`config.mk`:
```
export PLATFORM = sky130hd
export DESIGN_NAME = multicycle_controller
export DESIGN_NICKNAME = d
export VERILOG_FILES = /design/src/rtl/multicycle_controller.sv
export SDC_FILE = /design/constraint.sdc
export NUM_CORES = 1
export LEC_CHECK = 0
export CORE_AREA = 4 4 41 43
export CTS_CLUSTER_DIAMETER = 40
export DETAILED_ROUTE_END_ITERATION = 7
export DIE_AREA = 0 0 45 47
export DONT_BUFFER_PORTS = 1
export PLACE_DENSITY = 0.72
export SYNTH_ARGS = -nofsm -noshare
export SYNTH_HDL_FRONTEND = slang
export SYNTH_SLANG_ARGS = --single-unit
```
`constraint.sdc`:
```
create_clock -name clk -period 1.1 [get_ports clk]
set_input_delay 0.22 -clock clk [delete_from_list [all_inputs] [get_ports clk]]
set_output_delay 0.22 -clock clk [all_outputs]
set_load 0.1 [all_outputs]
```
`src/rtl/multicycle_controller.sv`:
```
// Control FSM for the multicycle RV32 datapath.
// Sequences fetch/decode/execute/memory/writeback and drives the datapath mux selects,
// write enables and the 3-bit alu_control code consumed by the ALU.
// Optional feature: define CTRL_PERF_EN to add the instret retired-instruction counter port.
module multicycle_controller #(
    parameter int unsigned CNT_WIDTH = 32
) (
    input  logic       clk,
    input  logic       rst_n,
    input  logic [6:0] op,
    input  logic [2:0] funct3,
    input  logic       funct7b5,
    input  logic       zero,
    output logic       pc_write,
    output logic       adr_src,
    output logic       mem_write,
    output logic       ir_write,
    output logic       reg_write,
    output logic [1:0] result_src,
    output logic [1:0] alu_src_a,
    output logic [1:0] alu_src_b,
    output logic [2:0] alu_control,
    output logic       illegal
`ifdef CTRL_PERF_EN
    ,
    output logic [CNT_WIDTH-1:0] instret
`endif
);

    typedef enum logic [3:0] {
        StFetch,
        StDecode,
        StMemAdr,
        StMemRead,
        StMemWb,
        StMemWrite,
        StExecR,
        StExecI,
        StAluWb,
        StBeq,
        StJal,
        StIllegal
    } state_e;

    // Opcodes recognised in DECODE
    localparam logic [6:0] OpLoad   = 7'b0000011;
    localparam logic [6:0] OpStore  = 7'b0100011;
    localparam logic [6:0] OpRType  = 7'b0110011;
    localparam logic [6:0] OpIType  = 7'b0010011;
    localparam logic [6:0] OpBranch = 7'b1100011;
    localparam logic [6:0] OpJal    = 7'b1101111;

    // ALU operation codes
    localparam logic [2:0] AluAdd = 3'b000;
    localparam logic [2:0] AluSub = 3'b001;
    localparam logic [2:0] AluXor = 3'b010;
    localparam logic [2:0] AluOr  = 3'b011;
    localparam logic [2:0] AluSlt = 3'b101;

    // Mux select encodings
    localparam logic [1:0] ResAluOut = 2'b00;
    localparam logic [1:0] ResMem    = 2'b01;
    localparam logic [1:0] ResAlu    = 2'b10;
    localparam logic [1:0] SrcAPc    = 2'b00;
    localparam logic [1:0] SrcAOldPc = 2'b01;
    localparam logic [1:0] SrcARs1   = 2'b10;
    localparam logic [1:0] SrcBRs2   = 2'b00;
    localparam logic [1:0] SrcBImm   = 2'b01;
    localparam logic [1:0] SrcBFour  = 2'b10;

    if (CNT_WIDTH == 0) begin : g_bad_cnt_width
        $error("CNT_WIDTH must be at least 1");
    end

    state_e     state_q;
    state_e     state_d;
    state_e     out_state;
    logic       funct_ok;
    logic [2:0] funct_alu;

    // Decode funct3/funct7b5 into an ALU op; flag encodings this datapath cannot execute
    always_comb begin
        funct_ok  = 1'b1;
        funct_alu = AluAdd;
        case (funct3)
            3'b000: begin
                // Only R-type uses funct7b5 to select sub; addi ignores bit 30
                funct_alu = (state_q == StExecR && funct7b5) ? AluSub : AluAdd;
            end
            3'b010: funct_alu = AluSlt;
            3'b100: funct_alu = AluXor;
            3'b110: funct_alu = AluOr;
            default: begin
                funct_ok  = 1'b0;
                funct_alu = AluAdd;
            end
        endcase
    end

    // State register with synchronous active-low reset
    always_ff @(posedge clk) begin
        if (!rst_n) begin
            state_q <= StFetch;
        end else begin
            state_q <= state_d;
        end
    end

    // Next-state logic
    always_comb begin
        state_d = state_q;
        case (state_q)
            StFetch: state_d = StDecode;
            StDecode: begin
                case (op)
                    OpLoad,
                    OpStore:  state_d = StMemAdr;
                    OpRType:  state_d = StExecR;
                    OpIType:  state_d = StExecI;
                    OpBranch: state_d = StBeq;
                    OpJal:    state_d = StJal;
                    default:  state_d = StIllegal;
                endcase
            end
            // op[5] separates store (0100011) from load (0000011)
            StMemAdr:   state_d = op[5] ? StMemWrite : StMemRead;
            StMemRead:  state_d = StMemWb;
            StMemWb:    state_d = StFetch;
            StMemWrite: state_d = StFetch;
            StExecR,
            StExecI:    state_d = funct_ok ? StAluWb : StIllegal;
            StAluWb:    state_d = StFetch;
            StBeq:      state_d = StFetch;
            StJal:      state_d = StAluWb;
            StIllegal:  state_d = StIllegal;
            default:    state_d = StFetch;
        endcase
    end

    // Output decode; while in reset the selects show FETCH values and every enable is held low
    always_comb begin
        out_state   = rst_n ? state_q : StFetch;
        pc_write    = 1'b0;
        adr_src     = 1'b0;
        mem_write   = 1'b0;
        ir_write    = 1'b0;
        reg_write   = 1'b0;
        result_src  = ResAluOut;
        alu_src_a   = SrcAPc;
        alu_src_b   = SrcBRs2;
        alu_control = AluAdd;
        illegal     = 1'b0;
        case (out_state)
            StFetch: begin
                ir_write   = 1'b1;
                pc_write   = 1'b1;
                alu_src_b  = SrcBFour;
                result_src = ResAlu;
            end
            StDecode: begin
                // Precompute branch/jump target oldPC + imm into ALUOut
                alu_src_a = SrcAOldPc;
                alu_src_b = SrcBImm;
            end
            StMemAdr: begin
                alu_src_a = SrcARs1;
                alu_src_b = SrcBImm;
            end
            StMemRead: begin
                adr_src = 1'b1;
            end
            StMemWb: begin
                result_src = ResMem;
                reg_write  = 1'b1;
            end
            StMemWrite: begin
                adr_src   = 1'b1;
                mem_write = 1'b1;
            end
            StExecR: begin
                alu_src_a   = SrcARs1;
                alu_src_b   = SrcBRs2;
                alu_control = funct_alu;
            end
            StExecI: begin
                alu_src_a   = SrcARs1;
                alu_src_b   = SrcBImm;
                alu_control = funct_alu;
            end
            StAluWb: begin
                reg_write = 1'b1;
            end
            StBeq: begin
                alu_src_a   = SrcARs1;
                alu_src_b   = SrcBRs2;
                alu_control = AluSub;
                pc_write    = zero;
            end
            StJal: begin
                alu_src_a = SrcAOldPc;
                alu_src_b = SrcBFour;
                pc_write  = 1'b1;
            end
            StIllegal: begin
                illegal = 1'b1;
            end
            default: begin
                illegal = 1'b0;
            end
        endcase
        if (!rst_n) begin
            pc_write  = 1'b0;
            mem_write = 1'b0;
            ir_write  = 1'b0;
            reg_write = 1'b0;
            illegal   = 1'b0;
        end
    end

`ifdef CTRL_PERF_EN
    logic                 retire;
    logic [CNT_WIDTH-1:0] instret_q;

    // Every state in this set unconditionally returns to FETCH, completing an instruction
    assign retire = (state_q == StMemWb) || (state_q == StMemWrite) ||
                    (state_q == StAluWb) || (state_q == StBeq);

    // Retired-instruction counter, wraps modulo 2^CNT_WIDTH
    always_ff @(posedge clk) begin
        if (!rst_n) begin
            instret_q <= '0;
        end else if (retire) begin
            instret_q <= instret_q + CNT_WIDTH'(1);
        end
    end

    assign instret = instret_q;
`endif

endmodule
```
==> run metrics, run 1 <==
last stage reached clock tree synthesis (4_1_cts); CTS H-tree depth 1; CTS root buffer clkbuf_4; synthesis-stage register bit count 4; Primary FF master, synth dfxtp_1; Longest Clk Path Bufs 2; PortBufs 0; post-cts resize count 30; synthesized area per cell between 8 and 9 um^2; Final HPWL DP between 1500 and 2000 um; Run Error [ERROR DPL-0038] Utilization greater than 100%, impossible to legalize; die width roughly 45 um; GPL Wtd Cong approximately 0.87; Area contributors post-synth dfxtp_1 12%, buf_6 10%, nand4bb_4 4.2%, nor2_1 4.0%, xor2_1 4.0%; dominant cell type by area after synthesis dfxtp_1; Post-CTS Setup Inserts 8; Syn Std Cell Area 649 um^2; Seq/Total Area, Yosys 0.123; Netlist cell types 41; Ys Warns 0; Num Clock Sinks 4; Post-Syn Instances 81; Synth Net Count 95; CTS Buf Count 3; FFs w/ async S/R, synth 0; hold buffer count at CTS 0; status stopped before the end; FP Rows 13; EDFF count, synth 0; # IOs 29; Die Y between 40 and 50 um; initial core utilization 0.499; post-synth top area share 0.123
-- per-stage QoR --
step	util	hold slack, ps	cell area (um^2)	setup WS, ps	instances
after detailed placement	0.935	367	1220	-402	124
after floorplan	-	389	831	-876	81
after global placement	0.935	362	1220	-343	124
-- cell families after synthesis --
logic type                synth area share
buffers and inverters                0.150
and+or+nand+nor                      0.474
DFF                                  0.123
xor gates and xnor gates            0.0540
AOI/OAI and AO/OA                    0.198
-- synth_stat cells, types with 2 or more instances --
cell / number
nor3b_1: 2
nor2_1: 7
o31ai_2: 2
nand3b_1: 3
nor3_1: 5
nand2_1: 5
o21ai_1: 2
nand2b_1: 3
dfxtp_1: 4
nor2b_1: 4
a21oi_1: 3
buf_6: 6
xor2_1: 3
a21boi_1: 2
and4b_1: 2
and3_1: 3
==> inputs of run 2 (changes only) <==
==> config.mk (replaced) <==
export PLATFORM = sky130hd
export DESIGN_NAME = multicycle_controller
export DESIGN_NICKNAME = d
export VERILOG_FILES = /design/src/rtl/multicycle_controller.sv
export SDC_FILE = /design/constraint.sdc
export NUM_CORES = 1
export LEC_CHECK = 0
export CORE_AREA = 4 4 65 67
export DETAILED_ROUTE_END_ITERATION = 7
export DIE_AREA = 0 0 69 71
export DONT_BUFFER_PORTS = 1
export PLACE_DENSITY_LB_ADDON = 0.15
export SYNTH_ARGS = -nofsm -noshare
export SYNTH_HDL_FRONTEND = slang
export SYNTH_SLANG_ARGS = --single-unit
==> constraint.sdc (replaced) <==
create_clock -name clk -period 1.45 [get_ports clk]
set_input_delay 0.29 -clock clk [delete_from_list [all_inputs] [get_ports clk]]
set_output_delay 0.29 -clock clk [all_outputs]
set_load 0.1 [all_outputs]
==> run metrics, run 2 <==
biggest registers after layout state_q (4); vias in the first global route ~740; register bank with the most flops state_q; DRC 0; Ys Warns 0; TritonCTS clock tree built; CTS Buf Count 3; CTS root buffer clkbuf_8; met2 usage 0.144; synthesis-stage register bit count 4; Arr. time, crit path approximately 1400 ps; Final Setup Violations 16; FP Rows 22; pin count of the biggest net entering global routing 13; GPL Wtd Cong ~0.74; Core ar. ~3600 um^2; top post-synthesis cells by count 7 x nor2_1, 6 x buf_6, 5 x nand2_1, 5 x nor3_1; gr ovfl total 0; VDD IR max around 860 uV; initial core utilization 0.179; Syn Std Cell Area 649 um^2; pins over their slew limit 0; design area 1400 um^2; mux cell area share after synthesis 0; start-to-end type of the worst setup path reg2out; nets about 130; total number of vias between 700 and 800; GRT Max-Usage Layer met2; crit path max fanout 3; DIE AREA slightly below 5000 um^2; DR iter-0 viols 4; Netlist cell types 41; Area contributors post-synth dfxtp_1 12%, buf_6 10%, nand4bb_4 4.2%, nor2_1 4.0%, xor2_1 4.0%; Hold Vio Cnt, Final 0; most numerous cell in the Yosys netlist nor2_1; synthesized area per cell 8.02 um^2; wire per inst 11.7 um; Clock transition at path regs ~30 ps; Lkg Pwr 0.540 nW; Post-Synth Adder-Cell Area 0; first-pass GRT wire length between 3000 and 4000 um; largest family of logic cells by synthesized area simple AND/OR/NAND/NOR gates; FFs w/ async S/R, synth 0; most frequent cells in the layout 15 x buf_12, 15 x buf_4, 9 x buf_6, 5 x nor2_1; CTS H-tree depth 1; Placed Instance Area around 1200 um^2; Num Clock Sinks 4; part of the cycle the worst path needs 1.17; status finished, violations left; Post-Syn Instances slightly above 80; antenna-violating nets left 0; Compound-Gate Fraction of Synth Area 0.198; met3 Use GR 0.0241; Post-Synth Simple-Gate Area 0.474; Util after Layout 0.384; ANT cells 0; All-Layer GR Usage 0.0817; fmax 0.591 GHz; RSZ-0062 raised after global routing true; post-synth top area share 0.123; Routed Wire Length between 1500 and 2000 um; kind of end point of the critical path output pin; dominant cell type by area after synthesis dfxtp_1; area added between synthesis and finish 115%; PnR worst setup slack -243 ps; max FFs per register 4; Critical Path Source Type flop; Synth Net Count 95; hold buffer count at CTS 0; drt first pass iters 2; Slew headroom 0.802; Hold Crit Class in2reg; Finished Layout Cells around 160; PortBufs 0; Pwr per Cell Area 2080 nW/um^2; max cap viols 0; antenna violations before repair 0; EDFF count, synth 0; M1 GR Usage 0.0972; # IOs 29; placed cell count 154; Primary FF master, synth dfxtp_1; Clock Skews 1.33 ps; Seq/Total Area, Yosys 0.123; Clock Latency Late Sink around 210 ps; share of cells above drive strength 1 0.670; vias per inst ~4.4; Longest Clk Path Bufs 2; critical path required time between 1000 and 1500 ps; worst-margin pin slew about 300 ps; Die Y between 70 and 80 um; minimum clock period roughly 1700 ps; die width 69 um; post-synthesis xor/xnor area fraction 0.0539; failing checks setup timing; Final HPWL DP roughly 1600 um
==> run 2: cell counts after synthesis <==
Identical to the previous run, type by type.
==> run 2: metrics by stage <==
step	hold WS (ps)	setup WS, ps	total power [W]	setup TNS (ps)
3_5_place_dp	433	-89.6	0.00244	-271
4_1_cts	216	-266	0.00291	-2970
3_3_place_gp	433	-92.0	0.00243	-184
6_report	217	-243	0.00290	-2610
5_1_grt	222	-308	0.00306	-3650
2_1_floorplan	459	-596	0.00181	-3920
==> run 2: path summary, 6_finish.rpt <==
| path | startpoint | to | slack, ps | depth (start not counted) |
|---|---|---|---|---|
| max | state_q[3]$_SDFF_PN0_ | alu_control[2] | -240 | 5 |
| min reg2reg | state_q[2]$_SDFF_PN0_ | state_q[0]$_SDFF_PN0_ | 710 | 3 |
| max reg2reg | state_q[1]$_SDFF_PN0_ | state_q[0]$_SDFF_PN0_ | -70 | 7 |
| min | rst_n | state_q[0]$_SDFF_PN0_ | 220 | 2 |
==> run 2: worst max-delay path: stages (launching register included) <==
cell and delay (ps):
dfxtp_2 330, buf_6 120, nor2b_4 130, nand2_4 80, nor4b_4 310, buf_12 210
==> run 2: what timing repair did <==
item	4_1_cts	5_1_grt
setup endpoints to repair	15	16
gates resized for setup	20	5
buffers inserted	6	0
pin swaps	9	1
hold endpoints to repair	0	0
==> run 2: metal layers <==
metal,routed length [um],vias up
met5,0,-
met4,0,0
met3,114,0
met2,964,19
met1,825,341
li1,-,358
==> run 2: where the power goes <==
group,switching (W),total [W],internal [W]
combinational,0.00137,0.00246,0.00110
clock,0.0000511,0.000228,0.000176
sequential,0.0000517,0.000214,0.000162
==> run 2: logic make-up after synthesis <==
family | Yosys count
AOI/OAI and AO/OA | 17
DFF | 4
xor gates and xnor gates | 4
and+or+nand+nor | 46
buffers and inverters | 10
==> run 2: final cells by class <==
| class | count | area, um^2 |
|---|---|---|
| clock buffers | 3 | 41.3 |
| fillers | 379 | 2240 |
| inverters | 1 | 3.75 |
| multi-input cells | 67 | 673 |
| flip-flops and latches | 4 | 87.6 |
| well taps | 48 | 60.1 |
| repair buffers | 40 | 529 |
Note: power is estimated with default switching activity, not from simulation.
==> inputs of run 3 (changes only) <==
==> constraint.sdc (replaced) <==
create_clock -name clk -period 1.4 [get_ports clk]
set_input_delay 0.28 -clock clk [delete_from_list [all_inputs] [get_ports clk]]
set_output_delay 0.28 -clock clk [all_outputs]
set_load 0.1 [all_outputs]
==> run metrics, run 3 (synthesized netlist as in run 2, its figures left out) <==
switching pwr 0.00156 W; DR iter-0 viols 7; met2 usage 0.143; first-pass GRT wire length between 3000 and 4000 um; CTS root buffer clkbuf_8; total number of vias 743; initial core utilization 0.179; Core ar. approximately 3600 um^2; critical path required time between 1000 and 1500 ps; Clock transition at path regs 30 ps; Final HPWL DP 1580 um; antenna violations before repair 0; switching share of total power 0.506; hold buffer count at CTS 0; max cap viols 0; pins over their slew limit 0; fmax between 0.5 and 0.6 GHz; GRT Max-Usage Layer met2; Final Setup Violations 15; Placed Instance Area about 1200 um^2; drt first pass iters 4; Clock Skews about 1.8 ps; Layout fillers 367; Setup WS pre-CTS -173 ps; pin count of the biggest net entering global routing 13; Num Clock Sinks 4; die width 69 um; status finished, violations left; share of cells above drive strength 1 0.690; failing checks setup timing; worst-margin pin slew between 300 and 400 ps; CTS Buf Count 3; nets approximately 130; register bank with the most flops state_q; PnR worst setup slack -320 ps; Fin Hold WS between 200 and 250 ps; crit path max fanout 5; internal power 0.00153 W; RSZ-0062 raised after global routing true; ANT cells 0; M1 GR Usage 0.110; Comb pwr share 0.848; most common cell after layout, fill and taps aside buf_4; Lkg Pwr ~0.55 nW; Flop pwr share 0.075; Clock power frac 0.076; PortBufs 0; GPL Wtd Cong 0.761; Hold Vio Cnt, Final 0; kind of end point of the critical path output pin; Clock Latency Late Sink between 200 and 250 ps; minimum clock period 1720 ps; Routed Wire Length 2040 um; vias in the first global route about 790; Slew headroom 0.796; Critical Path Source Type flop; DIE AREA 4900 um^2; gr ovfl total 0; design area 1440 um^2; antenna-violating nets left 0; # IOs 29; biggest registers after layout state_q (4); max FFs per register 4; DRC 0; part of the cycle the worst path needs 1.23; wire per inst 12.4 um; most frequent cells in the layout 16 x buf_4, 15 x buf_12, 10 x buf_6; Longest Clk Path Bufs 2; setup_tns -3370 ps; Arr. time, crit path 1440 ps; Die Y 71 um; CTS H-tree depth 1; total chip power 0.00309 W; All-Layer GR Usage 0.0874; start-to-end type of the worst setup path reg2out; Hold Crit Class in2reg; TritonCTS clock tree built; area added between synthesis and finish 121%; FP Rows 22; Pwr per Cell Area roughly 2200 nW/um^2; VDD IR max just under 900 uV; vias per inst approximately 4.5; met3 Use GR 0.0313
-- run 3: layout make-up --
type / instances / area, um^2 / area share
clock buffers: 3 / 41.3 / 0.0288
well taps: 48 / 60.1 / 0.0418
multi-input cells: 67 / 707 / 0.493
repair buffers: 41 / 533 / 0.371
inverters: 1 / 3.75 / 0.00262
flip-flops and latches: 4 / 90.1 / 0.0628
-- run 3: metal layers --
layer | share of wire | up-vias
met5 | 0 | -
met1 | 0.41 | 354
li1 | - | 362
met3 | 0.082 | 0
met4 | 0 | 0
met2 | 0.51 | 27
-- run 3: metrics by stage --
stage                     utilization  std cells
final                           0.395        164
after global routing            0.395        164
after CTS                       0.387        164
after detailed placement        0.338        155
after global placement          0.338        155
after floorplan                     -         81
-- run 3: path summary, 6_finish.rpt --
path	depth (start not counted)	slack (ps)	to	start
setup / recovery	5	-320	alu_control[2]	state_q[3]$_SDFF_PN0_
hold / removal	1	220	state_q[3]$_SDFF_PN0_	rst_n
setup reg to reg	5	20	state_q[0]$_SDFF_PN0_	state_q[1]$_SDFF_PN0_
hold reg to reg	3	630	state_q[3]$_SDFF_PN0_	state_q[1]$_SDFF_PN0_
-- run 3: critical path, cell delays in order, from the launching register on --
cell     delay, ps
dfxtp_4        360
buf_6          120
nor2b_4        130
nand2_4         80
nor4b_4        310
buf_12         210
-- run 3: timing repair --
item / in CTS / in global routing
setup buffers: 6 / 1
gates cloned: 0 / 0
pin swaps: 9 / 3
setup endpoints to repair: 15 / 16
resized for setup: 24 / 6
-- run 3: power by group through the flow --
stage / Sequential [W] / Combinational (W) / Clock, W
after global routing: 0.000238 / 0.00276 / 0.000253
after floorplan: 0.000182 / 0.00170 / 0
final: 0.000233 / 0.00262 / 0.000237
after global placement: 0.000202 / 0.00234 / 0
after detailed placement: 0.000203 / 0.00234 / 0
after CTS: 0.000231 / 0.00259 / 0.000244
==> inputs of run 4 (changes only) <==
--- a/config.mk
+++ b/config.mk
@@ -8,7 +8,6 @@
 export CORE_AREA = 4 4 65 67
 export DETAILED_ROUTE_END_ITERATION = 7
 export DIE_AREA = 0 0 69 71
-export DONT_BUFFER_PORTS = 1
 export PLACE_DENSITY_LB_ADDON = 0.15
 export SYNTH_ARGS = -nofsm -noshare
 export SYNTH_HDL_FRONTEND = slang
==> run metrics, run 4 (synthesized netlist as in run 2, its figures left out) <==
status finished, violations left; failing checks setup timing; antenna violations before repair 0; PnR worst setup slack -290 ps; Pwr per Cell Area between 1500 and 2000 nW/um^2; R2R depth 5; FF-to-FF End state_q[0]$_SDFF_PN0_; total number of vias between 700 and 800; drt first pass iters 3; Core ar. around 3600 um^2; CP endpoint alu_control[2]; storage element area 90.1 um^2; RSZ-0062 raised after global routing true; Clock transition at path regs ~30 ps; worst-margin pin slew about 290 ps; Lkg Pwr between 0.6 and 0.7 nW; worst-path cell chain buf_6, nor2b_4, nand2_4, nor4b_4, buf_12; Multi-input gate area about 690 um^2; vias in the first global route approximately 850; first-pass GRT wire length 3840 um; crit path max fanout 4; All-Layer GR Usage 0.0934; part of the cycle the worst path needs 1.21; Hold Vio Cnt, Final 0; max FFs per register 4; initial core utilization 0.179; # IOs 29; CP max stage delay 350 ps; area added between synthesis and finish 140%; Finished Layout Cells roughly 180; CP Depth 5; Util after Layout 0.430; Die Y roughly 70 um; hold buffer count at CTS 0; register bank with the most flops state_q; r2r setup slk around 50 ps; Slew headroom 0.803; max cap viols 0; FP Rows 22; share of cells above drive strength 1 0.618; GPL Wtd Cong around 0.75; Clock Latency Late Sink 210 ps; CTS Buf Count 3; Layout fillers between 300 and 400; VDD IR max 903 uV; CTS root buffer clkbuf_8; DIE AREA just under 5000 um^2; CTS H-tree depth 1; Final HPWL DP 1700 um; fmax roughly 0.59 GHz; setup_tns -3040 ps; biggest registers after layout state_q (4); Fin Hold WS 700 ps; antenna-violating nets left 0; pins over their slew limit 0; DR iter-0 viols 8; start-to-end type of the worst setup path reg2out; pin count of the biggest net entering global routing 12; Num Clock Sinks 4; vias per inst between 4 and 5; minimum clock period around 1700 ps; die width 69 um; Critical Path Source Type flop; crit-path leading delay family simple AND/OR/NAND/NOR gates; nets about 150; slowest CP cell dfxtp_4; CP Launch Point state_q[3]$_SDFF_PN0_; gr ovfl total 0; Routed Wire Length 2110 um; kind of end point of the critical path output pin; Clock Skews slightly above 2 ps; TritonCTS clock tree built; critical path required time 1120 ps; most frequent cells in the layout 19 x buf_4, 15 x buf_12, 11 x clkdlybuf4s50_1, 8 x buf_6; Crit Reg-Reg Startpoint state_q[3]$_SDFF_PN0_; ANT cells 0; Arr. time, crit path between 1000 and 1500 ps; Final Setup Violations 15; wire per inst around 12 um; Hold Crit Class in2reg; placed cell count about 170; DRC 0; PortBufs 28; Longest Clk Path Bufs 2; most common cell after layout, fill and taps aside buf_4; WP buf/inv 2
[run 4: cell count changes in the layout (fill, tap and decap cells not counted), sizes merged]
cell           delta
buf               +2
clkdlybuf4s50    +11
dlygate4sd2       +2
[run 4: cell type report]
class	instances	share of cell area
multi-input cells	67	0.442
inverters	1	0.00240
flip-flops and latches	4	0.0577
clock buffers	3	0.0264
repair buffers	56	0.433
well taps	48	0.0385
[run 4: worst min-delay path, delay by kind of cell]
| family | cells | cell delay [ps] |
|---|---|---|
| buffers and inverters | 2 | 440 |
| AO/OA/AOI/OAI | 2 | 140 |
[run 4: repair_timing]
item	in CTS	in global routing
resized for setup	24	6
pin swaps	7	0
setup buffers	3	1
setup endpoints to repair	17	16
[run 4: power breakdown]
part	internal, W	total, W	switching, W	leakage (nW)
registers	0.000171	0.000224	0.0000522	0.0350
clock network	0.000183	0.000236	0.0000530	0.0216
logic	0.00118	0.00265	0.00146	0.556
total	0.00154	0.00311	0.00157	0.612
[run 4: routing by layer]
layer / GRT usage / routed length [um] / part of all wire
met1: 0.105 / 848 / 0.40
met2: 0.174 / 1150 / 0.55
met3: 0.0327 / 108 / 0.051
met4: 0.0130 / 0 / 0
met5: 0 / 0 / 0
[run 4: through the flow]
step	power, W	worst slack [ps]	instance area, um^2
final	0.00311	-290	1560
after global placement	0.00265	-435	1400
after CTS	0.00310	-312	1540
after detailed placement	0.00265	-462	1400
after floorplan	0.00188	-636	831
after global routing	0.00328	-387	1560
[run 4: worst min path at each step]
stage	from	endpoint	slack [ps]	cells after the start
after floorplan	op[6]	state_q[2]$_SDFF_PN0_	450	2
after global placement	state_q[1]$_SDFF_PN0_	state_q[3]$_SDFF_PN0_	830	4
after CTS	rst_n	state_q[0]$_SDFF_PN0_	700	4
after detailed placement	state_q[1]$_SDFF_PN0_	state_q[2]$_SDFF_PN0_	830	4
final	rst_n	state_q[0]$_SDFF_PN0_	700	4
after global routing	rst_n	state_q[3]$_SDFF_PN0_	720	3
